--- src/rtl/mem_bridge.sv ---
// mem_bridge
// ----------
// Memory-side stage in front of the multicycle decoder/controller. Turns one
// decoder memory request (fetch, load word/byte, store word/byte) into a
// single Avalon-MM style transaction with waitrequest. Stalls the decoder
// while the access is in flight. Owns the instruction register and the
// memory data register.
//
// Ports:
//   clk, rst_n          clock (rising edge), asynchronous active-low reset
//   req_*               decoder request: valid, write, addr, wdata, byte,
//                       signed (LB vs LBU), ir (load result goes to IR)
//   stall               to decoder; request accepted or bus access pending
//   instr, mdr          instruction register, extended load data register
//   err_misaligned      one-cycle pulse after a rejected misaligned word access
//   err_timeout         one-cycle pulse after an abandoned bus access
//   avm_*               Avalon-MM master (big-endian lanes, bit3 = [31:24])
//
// Parameters:
//   TIMEOUT_CYCLES      waitrequest cycles tolerated before giving up (1..65535)
//   IR_RESET            reset value of the instruction register

module mem_bridge #(
  parameter int unsigned TIMEOUT_CYCLES = 255,
  parameter logic [31:0] IR_RESET       = 32'h0000_0000
) (
  input  logic        clk,
  input  logic        rst_n,
  input  logic        req_valid,
  input  logic        req_write,
  input  logic [31:0] req_addr,
  input  logic [31:0] req_wdata,
  input  logic        req_byte,
  input  logic        req_signed,
  input  logic        req_ir,
  output logic        stall,
  output logic [31:0] instr,
  output logic [31:0] mdr,
  output logic        err_misaligned,
  output logic        err_timeout,
  output logic [31:0] avm_address,
  output logic        avm_read,
  output logic        avm_write,
  output logic [31:0] avm_writedata,
  output logic [3:0]  avm_byteenable,
  input  logic [31:0] avm_readdata,
  input  logic        avm_waitrequest
);

  typedef enum logic {IDLE, BUS} state_t;

  localparam logic [15:0] TO_LAST = 16'(TIMEOUT_CYCLES - 1);

  state_t      state_q;
  logic [29:0] addr_q;
  logic [1:0]  lane_q;
  logic        byte_q;
  logic        signed_q;
  logic        ir_q;
  logic        write_q;
  logic        read_q;
  logic        wr_q;
  logic [31:0] wdata_q;
  logic [3:0]  be_q;
  logic [15:0] cnt_q;
  logic [31:0] instr_q;
  logic [31:0] mdr_q;
  logic        err_mis_q;
  logic        err_to_q;

  logic        aligned_d;
  logic [3:0]  be_d;
  logic [31:0] wdata_d;
  logic [7:0]  load_byte_d;
  logic [31:0] load_ext_d;

  // Byte accesses may use any lane; word accesses must be word aligned.
  assign aligned_d = req_byte || (req_addr[1:0] == 2'b00);
  assign be_d      = req_byte ? (4'b1000 >> req_addr[1:0]) : 4'b1111;
  assign wdata_d   = req_byte ? {4{req_wdata[7:0]}} : req_wdata;

  // Big-endian lane select: address offset 0 lives in bits [31:24].
  always_comb begin
    load_byte_d = avm_readdata[7:0];
    case (lane_q)
      2'd0:    load_byte_d = avm_readdata[31:24];
      2'd1:    load_byte_d = avm_readdata[23:16];
      2'd2:    load_byte_d = avm_readdata[15:8];
      default: load_byte_d = avm_readdata[7:0];
    endcase
    load_ext_d = {{24{signed_q & load_byte_d[7]}}, load_byte_d};
  end

  // Combinational so the decoder freezes in the very cycle it asks.
  assign stall = ((state_q == IDLE) && req_valid && aligned_d) || (state_q == BUS);

  always_ff @(posedge clk or negedge rst_n) begin
    if (!rst_n) begin
      state_q   <= IDLE;
      addr_q    <= '0;
      lane_q    <= '0;
      byte_q    <= 1'b0;
      signed_q  <= 1'b0;
      ir_q      <= 1'b0;
      write_q   <= 1'b0;
      read_q    <= 1'b0;
      wr_q      <= 1'b0;
      wdata_q   <= '0;
      be_q      <= '0;
      cnt_q     <= '0;
      instr_q   <= IR_RESET;
      mdr_q     <= '0;
      err_mis_q <= 1'b0;
      err_to_q  <= 1'b0;
    end else begin
      err_mis_q <= 1'b0;
      err_to_q  <= 1'b0;
      case (state_q)
        IDLE: begin
          if (req_valid) begin
            if (aligned_d) begin
              state_q  <= BUS;
              addr_q   <= req_addr[31:2];
              lane_q   <= req_addr[1:0];
              byte_q   <= req_byte;
              signed_q <= req_signed;
              ir_q     <= req_ir;
              write_q  <= req_write;
              read_q   <= ~req_write;
              wr_q     <= req_write;
              wdata_q  <= wdata_d;
              be_q     <= be_d;
              cnt_q    <= '0;
            end else begin
              err_mis_q <= 1'b1;
            end
          end
        end
        BUS: begin
          if (!avm_waitrequest) begin
            // Completion takes priority over a coinciding timeout.
            state_q <= IDLE;
            read_q  <= 1'b0;
            wr_q    <= 1'b0;
            if (!write_q) begin
              if (ir_q)        instr_q <= avm_readdata;
              else if (byte_q) mdr_q   <= load_ext_d;
              else             mdr_q   <= avm_readdata;
            end
          end else if (cnt_q == TO_LAST) begin
            state_q  <= IDLE;
            read_q   <= 1'b0;
            wr_q     <= 1'b0;
            err_to_q <= 1'b1;
          end else begin
            cnt_q <= cnt_q + 16'd1;
          end
        end
        default: state_q <= IDLE;
      endcase
    end
  end

  assign instr          = instr_q;
  assign mdr            = mdr_q;
  assign err_misaligned = err_mis_q;
  assign err_timeout    = err_to_q;
  assign avm_address    = {addr_q, 2'b00};
  assign avm_read       = read_q;
  assign avm_write      = wr_q;
  assign avm_writedata  = wdata_q;
  assign avm_byteenable = be_q;

endmodule
--- config.mk ---
export PLATFORM = sky130hd
export DESIGN_NAME = mem_bridge
export DESIGN_NICKNAME = d
export VERILOG_FILES = /design/src/rtl/mem_bridge.sv
export SDC_FILE = /design/constraint.sdc
export NUM_CORES = 1
export LEC_CHECK = 0
export BUFFER_PORTS_ARGS = -buffer_cell sky130_fd_sc_hd__buf_2
export CORE_MARGIN = 3
export CORE_UTILIZATION = 45
export CTS_BUF_LIST = sky130_fd_sc_hd__clkbuf_4 sky130_fd_sc_hd__clkbuf_8 sky130_fd_sc_hd__clkbuf_16
export CTS_CLUSTER_SIZE = 10
export DETAILED_ROUTE_END_ITERATION = 8
export MAX_ROUTING_LAYER = met4
export PLACE_DENSITY = 0.76
export SETUP_SLACK_MARGIN = 0.05
export SLEW_MARGIN = 10
export SYNTH_ARGS = -nofsm -noshare
export SYNTH_HDL_FRONTEND = slang
export SYNTH_SLANG_ARGS = --single-unit
--- constraint.sdc ---
create_clock -name clk -period 1.75 [get_ports clk]
set_input_delay 0.175 -clock clk [delete_from_list [all_inputs] [get_ports clk]]
set_output_delay 0.175 -clock clk [all_outputs]
set_load 0.01 [all_outputs]
==> impl_metrics.csv <==
group,metric,value,unit
power,p_leak,4.76,nW
clock_network,cts_sinks,157,
power,p_per_area,1330,nW/µm²
logic_synthesis,postSynthAreaPerCell,10.4,µm²
sta,fin_ws,6.70,ps
sta,slew_headroom,61.9,%
place,pre_cts_slack,-40.5,ps
grt,grt_pass1_vias,5801,
sta,hold_viol,0,
logic_synthesis,synthArstFlopShare,100,%
place,dp_cells,1065,
clock_network,cts_tree,"built",
die,pin_count,241,
grt,grt_max_degree,46,
worst_setup_path,crit_start,"cnt_q[11]",
drt,num_vias,5883,
grt,track_usage,23.2,%
clock_network,root_buffer,"clkbuf_16",
logic_synthesis,yosys.cell_types.count,54,
sta,finClkSkew,6.82,ps
logic_synthesis,synth-edff-count,0,
logic_synthesis,synthTopCellsByArea,"dfrtp_1, nand2_1, mux2_2",
sta,worst_pin_slew,567,ps
final_layout,drive_above_1_share,38.4,%
drt,wirelength,18600,µm
clock_network,clk_latency,410,ps
logic_synthesis,yosysWarnings,0,
hold_path,hold_path.class,"input port to flop",
place,io_buffers,238,
die,fp.dieArea,16400,µm²
grt,grt_overflow,0,
drt,wl_per_cell,16.3,µm
flow_run,max_cap_viol_count,0,
logic_synthesis,netlist.area_leader.share,58.4,%
clock_network,path_clk_slew,60,ps
clock_network,cts_made_buffers,17,
drt,ant_nets,0,
sta,rsz0062_at_grt,"true",
drt,avgViaCountPerCell,5.17,
sta,timing.final.crit_period,1740,ps
final_layout,final_area,9320,µm²
worst_setup_path,end_kind,"flop",
final_layout,fin_nets,1052,
drt,drt_pre_antenna_iters,5,
logic_synthesis,synth_common_cells,"nand2_1, dfrtp_1, mux2_2",
logic_synthesis,synth_top_cell_by_area,"dfrtp_1",
clock_network,cts_max_level,4,
sta,period_share,99.6,%
grt,grt_first_pass_wirelength,29400,µm
worst_setup_path,path_class,"flop to flop",
status,outcome,"finished clean",
die,coreArea,14600,µm²
logic_synthesis,syn_area,6720,µm²
drt,drt_iter0_markers,374,
logic_synthesis,synth-seq-area-share,58.4,%
place,hpwl,13100,µm
sta,fin_tns_setup,0,ps
drt,drcViolationCount,0,
worst_setup_path,required,2060,ps
sta,setup_viol,0,
place,gp_congestion,0.856,
final_layout,layoutNonFillerInstCount,1137,
worst_setup_path,startpoint_type,"flop",
final_layout,syn2layout_area_growth,38.6,%
logic_synthesis,synth.most_common_cell,"nand2_1",
clock_network,clk_path_buf_depth,2,
die,start_util,46.1,%
grt,antenna_found_initial,1,
die,die_height,128,µm
logic_synthesis,synth-seq-cells,157,
worst_setup_path,worstPathArrival,2050,ps
sta,fmax,0.574,GHz
logic_synthesis,synth_cells,649,
sta,maxSlewViolCount,0,
final_layout,final_util,63.9,%
logic_synthesis,ys.flop_type,"dfrtp_1",
place,placed_cell_area,8380,µm²
worst_setup_path,reg2reg_from,"cnt_q[11]",
worst_setup_path,worstPathMaxFanout,12,
die,rows,44,
power,ir_drop,0.634,mV
hold_path,min-delay-start,"avm_readdata[2]",
worst_setup_path,ff2ff_setup_slack,7,ps
die,die_w,128,µm
## metal layers
metal	wire [µm]	global-route usage, %
met1	7580	28.7
met3	1240	4.54
met4	463	8.86
met5	0	-
met2	9290	37.8
## stage by stage
stage / total power, mW / hold slack (ps)
after floorplan: 7.40 / -121
after global placement: 9.19 / 138
after detailed placement: 9.32 / 138
after CTS: 12.5 / 0.00633
after global routing: 13.2 / 4.91
final: 12.4 / 18.4
## layout make-up
| class | count | area [µm²] |
|---|---|---|
| Multi-Input combinational cell | 447 | 2660 |
| Sequential cell | 157 | 3930 |
| Fill cell | 1162 | 5270 |
| Antenna cell | 2 | 5.00 |
| Clock inverter | 5 | 27.5 |
| Timing Repair Buffer | 318 | 2010 |
| Inverter | 5 | 18.8 |
| Clock buffer | 19 | 440 |
| Tap cell | 184 | 230 |
## worst paths after layout
kind / end / cells after the start
worst min-delay path: instr[2] / 2
worst max-delay path: cnt_q[8] / 5
worst min register to register: avm_writedata[2] / 2
worst max register to register: cnt_q[8] / 5
max in group asynchronous: addr_q[24] / 3
min in group asynchronous: instr[29] / 2
## flip-flops by register name, indices dropped and copies added (netlist names), 2 cells and up
register        flops
addr_q             30
mdr                32
cnt_q              16
avm_writedata      32
avm_byteenable      4
instr              32
lane_q              2
## logic make-up after synthesis
| kind of cell | after synthesis | share of synthesized area, % |
|---|---|---|
| muxes | 68 | 11.1 |
| adders and majority gates | 2 | 0.372 |
| and+or+nand+nor | 260 | 16.8 |
| AOI/OAI and AO/OA | 112 | 9.88 |
| DFF | 157 | 58.4 |
| other | 1 | 0.0558 |
| buffers and inverters | 46 | 3.01 |
| xor gates and xnor gates | 3 | 0.391 |
## worst max-delay path: stages (launching register included)
cell	delay (ps)
dfrtp_1	380
or4b_4	550
nor4_4	250
buf_6	190
nor4_2	40
a31o_2	220
## power by group
part	internal (mW)	total [mW]	switching, mW
Sequential	4.80	5.44	0.640
Combinational	1.84	3.91	2.07
Clock	1.76	3.07	1.31
## what timing repair did
action | 4_1_cts | 5_1_grt
endpoints found under the hold margin | 75 | 1
buffers inserted | 3 | 6
gates resized for setup | 5 | 5
setup endpoints to repair | 20 | 58
pin swaps | 2 | 3
hold buffers | 36 | 1
## layout by cell type (no fill, tap or decap), types with 9 or more instances in the layout
master / count
clkbuf_16: 17
buf_2: 237
nor2_1: 33
dlygate4sd3_1: 37
o21ai_0: 36
buf_12: 9
buf_4: 33
dfrtp_1: 155
nand2_1: 188
a21oi_1: 37
mux2i_1: 27
mux2_2: 39
Power figures use the tool's default switching activity.
